**config.mk**
```make
export PLATFORM = sky130hd
export DESIGN_NAME = ahb_lite_initiator
export DESIGN_NICKNAME = d
export VERILOG_FILES = /design/src/rtl/ahb_lite_initiator.sv
export SDC_FILE = /design/constraint.sdc
export NUM_CORES = 1
export LEC_CHECK = 0
export ABC_AREA = 1
export BUFFER_PORTS_ARGS = -buffer_cell sky130_fd_sc_hd__clkbuf_2
export CORE_AREA = 2 2 134 84
export DETAILED_ROUTE_END_ITERATION = 16
export DIE_AREA = 0 0 136 86
export PLACE_DENSITY_LB_ADDON = 0.12
export SLEW_MARGIN = 40
export SYNTH_ARGS = -nofsm -noshare
export SYNTH_HDL_FRONTEND = slang
export SYNTH_SLANG_ARGS = --single-unit
```
**constraint.sdc**
```tcl
create_clock -name clk -period 4.6 [get_ports clk]
set_input_delay 0.23 -clock clk [delete_from_list [all_inputs] [get_ports clk]]
set_output_delay 0.23 -clock clk [all_outputs]
set_load 0.02 [all_outputs]
```
**src/rtl/ahb_lite_initiator.sv**
```systemverilog
// ahb_lite_initiator
// Turns single or incrementing-burst commands from a local controller into
// two-cycle peripheral register-bus accesses. Each beat takes one cycle with
// hsel high and the address/data presented, then one cycle with hsel low and
// address/data held while the slave commits a write or hrdata is sampled.
//
// Ports:
//   clk, rst                   clock, asynchronous active-high reset
//   cmd_valid/cmd_ready        command handshake (accepted only when idle)
//   cmd_write/addr/len         direction, first byte address, beats minus one
//   wd_valid/wd_data/wd_ready  write-data beat stream
//   rd_valid/rd_data/rd_last   read-data beat stream, rd_ready consumes
//   done                       one-cycle pulse when a command completes
//   busy                       high whenever not idle
//   hsel/hwrite/haddr/hwdata   registered bus outputs
//   hrdata                     bus read data from the slave
module ahb_lite_initiator #(
    parameter int unsigned LEN_W     = 4,
    parameter logic [31:0] ADDR_STEP = 32'd4
) (
    input  logic             clk,
    input  logic             rst,
    input  logic             cmd_valid,
    output logic             cmd_ready,
    input  logic             cmd_write,
    input  logic [31:0]      cmd_addr,
    input  logic [LEN_W-1:0] cmd_len,
    input  logic             wd_valid,
    input  logic [31:0]      wd_data,
    output logic             wd_ready,
    output logic             rd_valid,
    output logic [31:0]      rd_data,
    output logic             rd_last,
    input  logic             rd_ready,
    output logic             done,
    output logic             busy,
    output logic             hsel,
    output logic             hwrite,
    output logic [31:0]      haddr,
    output logic [31:0]      hwdata,
    input  logic [31:0]      hrdata
);

    localparam logic [2:0] S_IDLE = 3'd0;
    localparam logic [2:0] S_LOAD = 3'd1;
    localparam logic [2:0] S_ADDR = 3'd2;
    localparam logic [2:0] S_DATA = 3'd3;
    localparam logic [2:0] S_RESP = 3'd4;
    localparam logic [2:0] S_DONE = 3'd5;

    logic [2:0]       state_q, state_d;
    logic [31:0]      addr_q, addr_d;
    logic             write_q, write_d;
    logic [31:0]      wdata_q, wdata_d;
    logic [LEN_W-1:0] rem_q, rem_d;
    logic [31:0]      rdata_q, rdata_d;
    logic             hsel_q, hsel_d;

    logic last_beat;
    assign last_beat = (rem_q == '0);

    always_comb begin
        state_d = state_q;
        addr_d  = addr_q;
        write_d = write_q;
        wdata_d = wdata_q;
        rem_d   = rem_q;
        rdata_d = rdata_q;
        hsel_d  = 1'b0;
        case (state_q)
            S_IDLE: begin
                if (cmd_valid) begin
                    addr_d  = cmd_addr;
                    write_d = cmd_write;
                    rem_d   = cmd_len;
                    state_d = S_LOAD;
                end
            end
            S_LOAD: begin
                // hsel is registered, so it is raised on the transition into ADDR.
                if (!write_q || wd_valid) begin
                    if (write_q) begin
                        wdata_d = wd_data;
                    end
                    hsel_d  = 1'b1;
                    state_d = S_ADDR;
                end
            end
            S_ADDR: begin
                state_d = S_DATA;
            end
            S_DATA: begin
                if (!write_q) begin
                    rdata_d = hrdata;
                    state_d = S_RESP;
                end else if (last_beat) begin
                    state_d = S_DONE;
                end else begin
                    addr_d  = addr_q + ADDR_STEP;
                    rem_d   = rem_q - LEN_W'(1);
                    state_d = S_LOAD;
                end
            end
            S_RESP: begin
                if (rd_ready) begin
                    if (last_beat) begin
                        state_d = S_DONE;
                    end else begin
                        addr_d  = addr_q + ADDR_STEP;
                        rem_d   = rem_q - LEN_W'(1);
                        state_d = S_LOAD;
                    end
                end
            end
            S_DONE: begin
                state_d = S_IDLE;
            end
            default: begin
                state_d = S_IDLE;
            end
        endcase
    end

    always_ff @(posedge clk or posedge rst) begin
        if (rst) begin
            state_q <= S_IDLE;
            addr_q  <= '0;
            write_q <= 1'b0;
            wdata_q <= '0;
            rem_q   <= '0;
            rdata_q <= '0;
            hsel_q  <= 1'b0;
        end else begin
            state_q <= state_d;
            addr_q  <= addr_d;
            write_q <= write_d;
            wdata_q <= wdata_d;
            rem_q   <= rem_d;
            rdata_q <= rdata_d;
            hsel_q  <= hsel_d;
        end
    end

    // cmd_ready is gated by rst so every output reads 0 while reset is held.
    assign cmd_ready = (state_q == S_IDLE) && !rst;
    assign wd_ready  = (state_q == S_LOAD) && write_q;
    assign rd_valid  = (state_q == S_RESP);
    assign rd_last   = (state_q == S_RESP) && last_beat;
    assign rd_data   = rdata_q;
    assign done      = (state_q == S_DONE);
    assign busy      = (state_q != S_IDLE);
    assign hsel      = hsel_q;
    assign hwrite    = write_q;
    assign haddr     = addr_q;
    assign hwdata    = wdata_q;

endmodule

```
==> metrics.md, run 1 <==
| Metric | Value |
|---|---|
| Final HPWL from detailed placement | `10,400 um` |
| Max rail drop VDD | `391 uV` |
| Simple-gate share of the synthesized area | `26.4%` |
| Critical path class | `reg2reg` |
| Initial core utilization | `52.0%` |
| Post-synthesis share of cell area spent on xor and xnor gates | `0.325%` |
| Headroom to the max-slew limit | `between 40% and 50%` |
| Sort of element at the end of the critical path | `register` |
| Post-cts resize count | `0` |
| Cell type contributing the most total cell area after synthesis | `sky130_fd_sc_hd__dfrtp_1` |
| H-tree level count | `3` |
| Wire per inst | `14.3 um` |
| Number of standard cells after synthesis | `625` |
| Dpl ws | `~2100 ps` |
| Placement-stage cell area | `approximately 6500 um2` |
| Via count of the first global-routing pass | `4,731` |
| Cell-internal power | `2.81 mW` |
| Clock Tree Root | `sky130_fd_sc_hd__clkbuf_16` |
| Vias after detailed routing | `4,918` |
| Total I/O pin count | `210` |
| Count of max-cap constraint violations | `0` |
| Skew-Pair Late Insertion Delay | `340 ps` |
| Clock-pin slew on the worst setup and hold paths | `around 70 ps` |
| Std-Cell Core Area | `10,400 um2` |
| Worst-case setup margin in the final layout | `between 2000 and 2500 ps` |
| Number of cell rows | `29` |
| Final routed wirelength across all metal layers | `around 14,000 um` |
| Critical Path RT | `4840 ps` |
| Failing checks | `negative hold slack` |
| Final max-slew violation count | `0` |
| Die H | `roughly 86 um` |
| Count of buffers from port buffering | `209` |
| Synth Net Count | `733` |
| Part of the power in the clock network | `15.6%` |
| Global-route wire length before repair | `22,700 um` |
| Area contributors post-synth | `sky130_fd_sc_hd__dfrtp_1, sky130_fd_sc_hd__nand2_1, sky130_fd_sc_hd__mux2_2, sky130_fd_sc_hd__nor2_1, sky130_fd_sc_hd__nand3_1` |
| Cell area after technology mapping | `5390 um2` |
| Mean post-synth cell area | `8.63 um2` |
| Main combinational cell family by area after synthesis | `simple AND/OR/NAND/NOR gates` |
| Fin crit share | `a little under three fifths` |
| Relative contribution of sequential cells to total power | `34.4%` |
| Switching power as a share of total power | `46.4%` |
| CTS Sinks | `roughly 110` |
| Hold buffers post-CTS | `0` |
| Run status | `finished, violations left` |
| Post-synthesis sequential area ratio | `48.7%` |
| Setup repair after global routing missed its margin | `false` |
| Fin crit period | `2540 ps` |
| Critical path peak fanout | `33` |
| Final standard cell area without fillers | `around 7000 um2` |
| Leakage power figure | `3.50 nW` |
| Count of nets left with antenna violations after detail routing | `0` |
| Number of buffers on the longest clock path | `2` |
| Final clock skew | `between 6 and 7 ps` |
| Last weighted congestion value of the routability-driven placer | `roughly 0.9` |
| GRT Resource Usage Total | `24.6%` |
| Compound-cell area share of the yosys netlist | `4.27%` |
| Pin count of the biggest net entering global routing | `approximately 60` |
| Startpoint Class | `register` |
| TNS Setup | `0 ps` |
| Fraction of synthesized area in multiplexers | `13.8%` |
| Reg-to-reg setup timing slack | `~2100 ps` |
| Aggregate global routing overflow | `0` |
| Count of TritonRoute iterations in the first routing pass | `5` |
| Actual transition at the worst max-transition pin | `roughly 770 ps` |
| Iteration-0 DRC count of the detailed router | `368` |
| Part of the total power dissipated in combinational logic | `50.0%` |
| Layout cell share with drive strength beyond 1 | `36.7%` |
| Diodes inserted | `0` |
| Number of distinct library cells after synthesis | `28` |
| Maximum clock rate | `0.393 GHz` |
| Remaining DRCs | `0` |
| Fraction of post-synthesis cell area in the top cell type by area | `48.7%` |
| Clock tree from TritonCTS | `built` |
| Worst hold-check path type | `in2async` |
| Floorplan die area | `11,700 um2` |
| Initial antenna violation count | `0` |
| Synth Register Bits | `105` |
| Final hold vios | `59` |
| Layout overhead on the synthesized area | `26.2%` |
| Die boundary width | `136 um` |
| Net Switching | `2.44 mW` |
| Count of endpoints failing setup in the final report | `0` |
| Post-Synth Adder-Cell Area | `less than 1%` |
| Layout net count | `935` |
| Vias per Instance | `5.06` |
| Synthesis Warnings | `0` |
| Number of setup buffers added after CTS | `0` |
| Final Total Pwr | `5.25 mW` |
| Cts bufs inserted | `9` |
| Power density of the placed cells | `a little under 800 nW/um2` |
| Data arrival time of the critical path | `2780 ps` |
| Worst hold slack | `-40.7 ps` |
==> state kept, by name, indices dropped and copies added, names as in the netlist <==
name,cells
haddr,32
hwrite,1
state_q,3
hwdata,32
rd_data,32
rem_q,4
hsel,1
==> worst paths after layout <==
path	start	endpoint	depth (start not counted)
min in group clk	wd_data[3]	hwdata[3]	2
setup reg to reg	state_q[0]	haddr[17]	10
hold reg to reg	hwdata[6]	hwdata[6]	1
hold / removal	rst	haddr[1]	2
max in group asynchronous	rst	rd_data[15]	3
setup / recovery	state_q[0]	haddr[17]	10
==> synth_stat cells <==
cell type	instances
sky130_fd_sc_hd__xnor2_1	2
sky130_fd_sc_hd__nand2_2	6
sky130_fd_sc_hd__nor2_1	92
sky130_fd_sc_hd__clkbuf_1	1
sky130_fd_sc_hd__and2_1	3
sky130_fd_sc_hd__mux2_1	20
sky130_fd_sc_hd__or2_2	5
sky130_fd_sc_hd__buf_2	11
sky130_fd_sc_hd__nor2_4	2
sky130_fd_sc_hd__o21ai_2	8
sky130_fd_sc_hd__mux2_2	46
sky130_fd_sc_hd__nand4_1	2
sky130_fd_sc_hd__a21oi_1	3
sky130_fd_sc_hd__nor2_2	4
sky130_fd_sc_hd__nor3_1	2
sky130_fd_sc_hd__ha_1	2
sky130_fd_sc_hd__inv_1	45
sky130_fd_sc_hd__nand3_1	46
sky130_fd_sc_hd__nand3_2	1
sky130_fd_sc_hd__dfrtp_1	105
sky130_fd_sc_hd__inv_2	5
sky130_fd_sc_hd__o21ai_1	1
sky130_fd_sc_hd__nand2_1	178
sky130_fd_sc_hd__nand2_4	1
sky130_fd_sc_hd__a31oi_1	2
sky130_fd_sc_hd__o21ai_0	24
sky130_fd_sc_hd__o211ai_1	1
sky130_fd_sc_hd__buf_6	7
==> metrics by stage <==
step	instances	util [%]
after global routing	971	65.6
final	971	65.6
after detailed placement	955	62.5
after floorplan	625	-
after global placement	955	62.5
after CTS	971	65.6
==> layout make-up <==
cell class	count	area [um2]
clock buffer	11	253
multi-input combinational	451	2440
sequential	105	2630
fill	914	3570
timing repair buffer	210	1050
tap	139	174
clock inverter	5	67.6
inverter	50	193
==> cell usage in the layout (no fill, tap or decap), types with 2 or more instances in the layout <==
cell	count
sky130_fd_sc_hd__clkbuf_2	209
sky130_fd_sc_hd__nand2_1	178
sky130_fd_sc_hd__nor2_1	92
sky130_fd_sc_hd__nor2_2	4
sky130_fd_sc_hd__inv_6	4
sky130_fd_sc_hd__nand3_1	46
sky130_fd_sc_hd__nand4_1	2
sky130_fd_sc_hd__clkbuf_8	2
sky130_fd_sc_hd__a31oi_1	2
sky130_fd_sc_hd__ha_1	2
sky130_fd_sc_hd__mux2_1	20
sky130_fd_sc_hd__mux2_2	46
sky130_fd_sc_hd__and2_1	3
sky130_fd_sc_hd__a21oi_1	3
sky130_fd_sc_hd__inv_1	44
sky130_fd_sc_hd__xnor2_1	2
sky130_fd_sc_hd__o21ai_0	24
sky130_fd_sc_hd__dfrtp_1	105
sky130_fd_sc_hd__nand2_2	6
sky130_fd_sc_hd__clkbuf_16	9
sky130_fd_sc_hd__inv_2	5
sky130_fd_sc_hd__or2_2	5
sky130_fd_sc_hd__o21ai_2	8
sky130_fd_sc_hd__nor2_4	2
sky130_fd_sc_hd__nor3_1	2
==> routing by layer <==
metal / vias to the layer above / part of all wire (%) / routed length, um / GRT usage (%)
li1: 2395 / - / - / -
met4: 0 / 0.79 / 110 / 5.21
met3: 13 / 9.2 / 1280 / 7.62
met2: 207 / 46 / 6360 / 40.0
met5: - / 0 / 0 / 0
met1: 2303 / 44 / 6100 / 32.6
==> critical path: stages, from the launching register on <==
cell	delay [ps]
sky130_fd_sc_hd__dfrtp_1	460
sky130_fd_sc_hd__inv_2	120
sky130_fd_sc_hd__nor2_1	50
sky130_fd_sc_hd__nand2_2	560
sky130_fd_sc_hd__nand2_1	140
sky130_fd_sc_hd__nand2_2	140
sky130_fd_sc_hd__nand2_2	80
sky130_fd_sc_hd__nor2_4	590
sky130_fd_sc_hd__nand2_1	150
sky130_fd_sc_hd__nand2_1	110
sky130_fd_sc_hd__inv_1	40
==> power by group through the flow <==
| stage | Clock [mW] | Combinational [mW] | Sequential, mW |
|---|---|---|---|
| 2_1_floorplan | 0 | 1.41 | 2.27 |
| 3_3_place_gp | 0 | 2.56 | 1.78 |
| 3_5_place_dp | 0 | 2.64 | 1.81 |
| 4_1_cts | 0.837 | 2.65 | 1.80 |
| 5_1_grt | 0.878 | 2.90 | 1.87 |
| 6_report | 0.817 | 2.63 | 1.81 |
==> kinds of logic (layout without fill, tap and decap cells) <==
family / Yosys count / in the layout
muxes: 66 / 66
DFF: 105 / 105
adders and majority gates: 2 / 2
buffers and inverters: 69 / 276
AOI/OAI and AO/OA: 39 / 39
xor gates and xnor gates: 2 / 2
and+or+nand+nor: 342 / 342
Note: power is estimated with default switching activity, not from simulation.
==> inputs of run 2 (changes only) <==
--- a/config.mk
+++ b/config.mk
@@ -7,9 +7,9 @@
 export LEC_CHECK = 0
 export ABC_AREA = 1
 export BUFFER_PORTS_ARGS = -buffer_cell sky130_fd_sc_hd__clkbuf_2
-export CORE_AREA = 2 2 134 84
+export CORE_AREA = 2 2 139 87
 export DETAILED_ROUTE_END_ITERATION = 16
-export DIE_AREA = 0 0 136 86
+export DIE_AREA = 0 0 141 89
 export PLACE_DENSITY_LB_ADDON = 0.12
 export SLEW_MARGIN = 40
 export SYNTH_ARGS = -nofsm -noshare
==> constraint.sdc (replaced) <==
create_clock -name clk -period 2.5 [get_ports clk]
set_input_delay 0.125 -clock clk [delete_from_list [all_inputs] [get_ports clk]]
set_output_delay 0.125 -clock clk [all_outputs]
set_load 0.02 [all_outputs]
==> run 2 against run 1 <==
Compared with the run above:
- the run now ends clean
- total power increased by 86%
- die area increased by 7.3%
- sequential share of layout area decreased by 1.5 points
- critical path depth increased by 2
- cell count increased by 3.3%
- clock skew about the same
- setup slack got worse by 1600 ps
- global-route usage decreased by 0.32 points
- combinational power increased by 87%
- critical path type unchanged
- highest routed layer unchanged
==> metrics.md, run 2 (synthesis gave the netlist of run 1 again) <==
| Metric | Value |
|---|---|
| Leading cell type in the layout, fill and taps excluded | `sky130_fd_sc_hd__clkbuf_2` |
| Final routed wirelength across all metal layers | `approximately 15,000 um` |
| Clock tree from TritonCTS | `built` |
| Global-route wire length before repair | `approximately 24,000 um` |
| Count of endpoints failing setup in the final report | `0` |
| Final max-slew violation count | `0` |
| GRT Resource Usage Total | `24.3%` |
| Relative contribution of sequential cells to total power | `34.1%` |
| H-tree level count | `3` |
| Layout cell share with drive strength beyond 1 | `36.0%` |
| Count of max-cap constraint violations | `0` |
| Count of buffers from port buffering | `about 210` |
| Setup repair after global routing missed its margin | `false` |
| Run status | `complete, no violations` |
| Wire per inst | `roughly 15 um` |
| Worst path bufs/invs | `3` |
| Layout overhead on the synthesized area | `31.4%` |
| Fin crit share | `a little over four fifths` |
| Skew-Pair Late Insertion Delay | `~350 ps` |
| Cell-internal power | `about 5.2 mW` |
| Startpoint Class | `register` |
| Hold buffers post-CTS | `21` |
| Largest stage delay, worst path | `560 ps` |
| Sort of element at the end of the critical path | `register` |
| Number of setup buffers added after CTS | `0` |
| Net Switching | `4.58 mW` |
| Initial antenna violation count | `0` |
| Cts bufs inserted | `9` |
| Part of the power in the clock network | `15.5%` |
| Fin crit period | `~2100 ps` |
| Power density of the placed cells | `around 1400 nW/um2` |
| Data arrival time of the critical path | `2330 ps` |
| Cell occurring most often along the worst timing path | `sky130_fd_sc_hd__nand2_1` |
| Part of the total power dissipated in combinational logic | `50.5%` |
| Most used cells in the layout excluding fill and tap cells | `sky130_fd_sc_hd__clkbuf_2, sky130_fd_sc_hd__nand2_1, sky130_fd_sc_hd__dfrtp_1` |
| Actual transition at the worst max-transition pin | `793 ps` |
| Total I/O pin count | `between 200 and 250` |
| Die boundary width | `141 um` |
| Filler Cells Inserted | `980` |
| Final HPWL from detailed placement | `11,000 um` |
| Floorplan die area | `12,500 um2` |
| Iteration-0 DRC count of the detailed router | `334` |
| Family with the most delay on the worst path | `simple AND/OR/NAND/NOR gates` |
| Diodes inserted | `0` |
| Via count of the first global-routing pass | `4,926` |
| Count of TritonRoute iterations in the first routing pass | `6` |
| Clock Tree Root | `sky130_fd_sc_hd__clkbuf_16` |
| Cell with the largest stage delay on the worst path | `sky130_fd_sc_hd__nor2_4` |
| TNS Setup | `0 ps` |
| CTS Sinks | `between 100 and 150` |
| Pin count of the biggest net entering global routing | `59` |
| Post-cts resize count | `0` |
| Last weighted congestion value of the routability-driven placer | `0.855` |
| Worst hold-check path type | `in2reg` |
| Max rail drop VDD | `750 uV` |
| Die H | `89 um` |
| Leakage power figure | `3.61 nW` |
| Critical path peak fanout | `29` |
| Std-Cell Core Area | `11,100 um2` |
| Final hold vios | `0` |
| Ordered cell list for the critical path | `inv_1 > ha_1 > inv_1 > nor2_1 > nand2_1 > nand2_1 > nand2_2 > nand2_2 > nor2_4 > nand2_1 > nand2_1 > inv_1` |
| Number of cell rows | `30` |
| Layout net count | `962` |
| Final clock skew | `roughly 7 ps` |
| Headroom to the max-slew limit | `roughly 47%` |
| Count of nets left with antenna violations after detail routing | `0` |
| Switching power as a share of total power | `46.9%` |
| Critical path class | `reg2reg` |
| Vias per Instance | `4.98` |
| Worst hold slack | `1.23 ps` |
| Number of buffers on the longest clock path | `2` |
| Aggregate global routing overflow | `0` |
| Critical Path RT | `2740 ps` |
| Initial core utilization | `about half` |
| Maximum clock rate | `0.478 GHz` |
| Dpl ws | `between 400 and 500 ps` |
| Clock-pin slew on the worst setup and hold paths | `80 ps` |
| Remaining DRCs | `0` |
| Vias after detailed routing | `4,994` |
| Worst-case setup margin in the final layout | `410 ps` |
[run 2: changes by cell type in the layout (fill, tap and decap cells not counted)]
| cell | before | now |
|---|---|---|
| sky130_fd_sc_hd__dlygate4sd3_1 | 0 | 23 |
| sky130_fd_sc_hd__buf_4 | 1 | 4 |
| sky130_fd_sc_hd__inv_6 | 4 | 1 |
| sky130_fd_sc_hd__clkbuf_8 | 2 | 0 |
| sky130_fd_sc_hd__clkinvlp_4 | 0 | 2 |
| sky130_fd_sc_hd__buf_12 | 0 | 1 |
| sky130_fd_sc_hd__clkinv_4 | 0 | 1 |
| sky130_fd_sc_hd__clkinv_8 | 0 | 1 |
| sky130_fd_sc_hd__inv_8 | 1 | 2 |
[run 2: path summary, 6_finish.rpt]
check / from / to / slack [ps] / cells past startpoint
max: rem_q[0] / haddr[17] / 410 / 12
min: wd_data[7] / hwdata[7] / 1 / 2
max reg2reg: rem_q[0] / haddr[17] / 410 / 12
min reg2reg: hwdata[19] / hwdata[19] / 490 / 1
max in group asynchronous: rst / haddr[14] / 1370 / 4
min in group asynchronous: rst / hwdata[17] / 410 / 3
[run 2: cell type report]
| cell class | count | area, um2 | area share, % |
|---|---|---|---|
| Clock buffer | 9 | 225 | 3.18 |
| Timing Repair Buffer | 237 | 1330 | 18.7 |
| Multi-Input combinational cell | 451 | 2440 | 34.4 |
| Sequential cell | 105 | 2630 | 37.1 |
| Clock inverter | 7 | 93.8 | 1.32 |
| Inverter | 50 | 191 | 2.70 |
| Tap cell | 144 | 180 | 2.54 |
[run 2: routing by layer]
layer | wire length [um] | vias up | track usage (%)
met1 | 6700 | 2336 | 32.9
met5 | 0 | - | 0
met4 | 117 | 0 | 4.73
met2 | 6830 | 187 | 40.0
met3 | 1130 | 12 | 6.64
li1 | - | 2459 | -
[run 2: power by group through the flow]
stage               Sequential [mW]  Clock [mW]  Combinational [mW]
global route                   3.45        1.62                5.43
CTS                            3.30        1.54                4.95
floorplan                      4.17           0                2.59
finish                         3.32        1.51                4.92
detailed placement             3.32           0                4.91
global placement               3.29           0                4.78
[run 2: per-stage QoR]
stage | area, um2 | total power [mW] | util, % | std cells
2_1_floorplan | 5400 | 6.76 | - | 625
3_3_place_gp | 6530 | 8.06 | 58.6 | 964
3_5_place_dp | 6530 | 8.24 | 58.6 | 964
4_1_cts | 7060 | 9.80 | 63.4 | 1001
5_1_grt | 7080 | 10.5 | 63.5 | 1003
6_report | 7080 | 9.76 | 63.5 | 1003
==> inputs of run 3 (changes only) <==
--- a/config.mk
+++ b/config.mk
@@ -5,11 +5,11 @@
 export SDC_FILE = /design/constraint.sdc
 export NUM_CORES = 1
 export LEC_CHECK = 0
-export ABC_AREA = 1
+export ABC_AREA = 0
 export BUFFER_PORTS_ARGS = -buffer_cell sky130_fd_sc_hd__clkbuf_2
-export CORE_AREA = 2 2 139 87
+export CORE_AREA = 2 2 142 89
 export DETAILED_ROUTE_END_ITERATION = 16
-export DIE_AREA = 0 0 141 89
+export DIE_AREA = 0 0 144 91
 export PLACE_DENSITY_LB_ADDON = 0.12
 export SLEW_MARGIN = 40
 export SYNTH_ARGS = -nofsm -noshare
==> constraint.sdc (replaced) <==
create_clock -name clk -period 1.8 [get_ports clk]
set_input_delay 0.09 -clock clk [delete_from_list [all_inputs] [get_ports clk]]
set_output_delay 0.09 -clock clk [all_outputs]
set_load 0.02 [all_outputs]
==> run 3 against run 2 <==
Compared with the run above:
- the flow now finishes with violations (negative setup slack)
- sequential power up 33%
- largest cell class unchanged
- register-to-register slack worse by 610 ps
- global-route usage down 1.1 points
==> metrics.md, run 3 <==
| Metric | Value |
|---|---|
| Data arrival time of the critical path | `2230 ps` |
| H-tree level count | `3` |
| Count of endpoints failing setup in the final report | `69` |
| Vias per Instance | `5.21` |
| Post-synthesis sequential area ratio | `between 50% and 60%` |
| Number of distinct library cells after synthesis | `60` |
| Std-Cell Core Area | `11,800 um2` |
| Dpl ws | `-235 ps` |
| Startpoint Class | `register` |
| Final max-slew violation count | `0` |
| Sort of element at the end of the critical path | `register` |
| Setup repair after global routing missed its margin | `true` |
| Number of buffers on the longest clock path | `2` |
| Multi-input gate area in the final layout | `2370 um2` |
| Cell type contributing the most total cell area after synthesis | `sky130_fd_sc_hd__dfrtp_1` |
| Maximum clock rate | `0.499 GHz` |
| Max rail drop VDD | `856 uV` |
| Post-route non-filler standard cell count | `938` |
| Filler Cells Inserted | `893` |
| Die boundary width | `144 um` |
| Final clock skew | `just under 9 ps` |
| Actual transition at the worst max-transition pin | `between 500 and 600 ps` |
| Power density of the placed cells | `1940 nW/um2` |
| Die H | `91 um` |
| Worst-case setup margin in the final layout | `-204 ps` |
| Worst hold path startpoint | `cmd_addr[2]` |
| GRT Resource Usage Total | `~23%` |
| Count of buffers from port buffering | `209` |
| Clock-pin slew on the worst setup and hold paths | `70 ps` |
| Share of async-settable or async-resettable flops after synthesis | `100%` |
| Fraction of post-synthesis cell area in the top cell type by area | `53.1%` |
| Iteration-0 DRC count of the detailed router | `312` |
| Clock tree from TritonCTS | `built` |
| Final hold vios | `0` |
| Post-synth EDFFs | `0` |
| Floorplan die area | `between 10,000 and 15,000 um2` |
| Failing checks | `negative setup slack` |
| Most used cells in the layout excluding fill and tap cells | `sky130_fd_sc_hd__clkbuf_2, sky130_fd_sc_hd__dfrtp_1, sky130_fd_sc_hd__dlygate4sd3_1` |
| Count of nets left with antenna violations after detail routing | `0` |
| Vias after detailed routing | `just under 5k` |
| Initial antenna violation count | `0` |
| Area contributors post-synth | `sky130_fd_sc_hd__dfrtp_1, sky130_fd_sc_hd__mux2_2, sky130_fd_sc_hd__mux2_1, sky130_fd_sc_hd__a21oi_1, sky130_fd_sc_hd__a2bb2oi_1` |
| Headroom to the max-slew limit | `61.9%` |
| Fin crit share | `111%` |
| Leakage power figure | `roughly 3.7 nW` |
| Layout cell share with drive strength beyond 1 | `49.7%` |
| Synth Register Bits | `~110` |
| Layout overhead on the synthesized area | `62.2%` |
| Leading post-synthesis cells by instance count | `sky130_fd_sc_hd__dfrtp_1, sky130_fd_sc_hd__mux2_2, sky130_fd_sc_hd__mux2_1` |
| Dominant register cell in the synthesized netlist | `sky130_fd_sc_hd__dfrtp_1` |
| Global-route wire length before repair | `24,100 um` |
| TNS Setup | `-4980 ps` |
| Critical Path RT | `2020 ps` |
| Final Total Pwr | `approximately 16 mW` |
| Aggregate global routing overflow | `0` |
| Leading cell type in the layout, fill and taps excluded | `sky130_fd_sc_hd__clkbuf_2` |
| Source of the critical timing path | `rem_q[1]` |
| Initial core utilization | `42.1%` |
| CTS Sinks | `between 100 and 150` |
| Wire per inst | `16.5 um` |
| Synth Net Count | `between 500 and 600` |
| Remaining DRCs | `0` |
| Worst hold-check path type | `in2reg` |
| Layout net count | `876` |
| Cell area after technology mapping | `4950 um2` |
| Number of placed instances, taps included | `between 800 and 900` |
| Critical path peak fanout | `20` |
| Number of standard cells after synthesis | `435` |
| Count of TritonRoute iterations in the first routing pass | `4` |
| Synthesis Warnings | `0` |
| Critical path class | `reg2reg` |
| Diodes inserted | `0` |
| Clock Tree Root | `sky130_fd_sc_hd__clkbuf_16` |
| Mean post-synth cell area | `11.4 um2` |
| Pin count of the biggest net entering global routing | `57` |
| Reg area | `2630 um2` |
| Final routed wirelength across all metal layers | `15,500 um` |
| Skew-Pair Late Insertion Delay | `340 ps` |
| Cts bufs inserted | `9` |
| Count of max-cap constraint violations | `0` |
| Number of cell rows | `31` |
| Last weighted congestion value of the routability-driven placer | `0.869` |
| Run status | `finished, violations left` |
| Via count of the first global-routing pass | `4,738` |
| Crit Reg-Reg Startpoint | `rem_q[1]` |
| Most common cell in the synthesized netlist | `sky130_fd_sc_hd__dfrtp_1` |
| Fin crit period | `2000 ps` |
| Final HPWL from detailed placement | `10,300 um` |
| Total I/O pin count | `210` |
==> run 3: critical path: stages (launching register included) <==
cell and delay (ps):
sky130_fd_sc_hd__dfrtp_1 400, sky130_fd_sc_hd__inv_2 90, sky130_fd_sc_hd__ha_4 130, sky130_fd_sc_hd__or3b_4 390, sky130_fd_sc_hd__a32oi_2 220, sky130_fd_sc_hd__buf_4 160, sky130_fd_sc_hd__nor2_4 50, sky130_fd_sc_hd__buf_12 140
sky130_fd_sc_hd__a311o_1 300
==> run 3: cell families after synthesis <==
| kind of cell | after synthesis | synth area share [%] |
|---|---|---|
| AOI/OAI and AO/OA | 106 | 14.2 |
| xor gates and xnor gates | 1 | 0.177 |
| adders and majority gates | 2 | 0.505 |
| buffers and inverters | 40 | 3.72 |
| DFF | 105 | 53.1 |
| muxes | 69 | 15.6 |
| and+or+nand+nor | 112 | 12.7 |
==> run 3: final timing paths <==
path / endpoint / slack [ps] / cells after the start
worst max-delay path: rem_q[0] / -200 / 8
worst min-delay path: haddr[2] / 20 / 3
worst max register to register: rem_q[0] / -200 / 8
worst min register to register: hwdata[6] / 500 / 1
max in group asynchronous: rd_data[15] / 760 / 4
min in group asynchronous: hwrite / 390 / 3
==> run 3: cell type report <==
type	instances	share of cell area, %
tap	165	2.57
clock inverter	6	0.639
sequential	105	32.7
clock buffer	10	2.85
timing repair buffer	352	31.2
multi-input combinational	290	29.5
inverter	10	0.514
==> run 3: through the flow <==
stage / hold WS (ps) / instance area (um2) / utilization (%)
detailed placement: 192 / 6710 / 57.1
finish: 19.5 / 8030 / 68.3
floorplan: 199 / 5010 / -
CTS: 3.56 / 7860 / 66.8
global route: 25.6 / 8030 / 68.3
global placement: 191 / 6710 / 57.1
==> run 3: repair_timing <==
| action | CTS | global route |
|---|---|---|
| cloned | 2 | 1 |
| hold endpoints to repair | 91 | 0 |
| hold buffers | 70 | 0 |
| endpoints found under the setup margin | 39 | 67 |
| gates resized for setup | 33 | 26 |
| pin swaps | 6 | 7 |
| buffers inserted | 1 | 4 |
==> run 3: where the power goes <==
part           internal, mW  total, mW  leakage [nW]  switching (mW)
sequential             3.59       4.41          1.24           0.824
clock                 0.960       1.88         0.139           0.916
combinational          4.24       9.30          2.37            5.06
total                  8.79       15.6          3.75            6.80
==> run 3: per-layer routing <==
| layer | part of all wire [%] | global-route usage [%] |
|---|---|---|
| met2 | 47 | 37.3 |
| met3 | 7.2 | 5.27 |
| met1 | 45 | 32.2 |
| met4 | 1.1 | 4.33 |
| met5 | 0 | 0 |
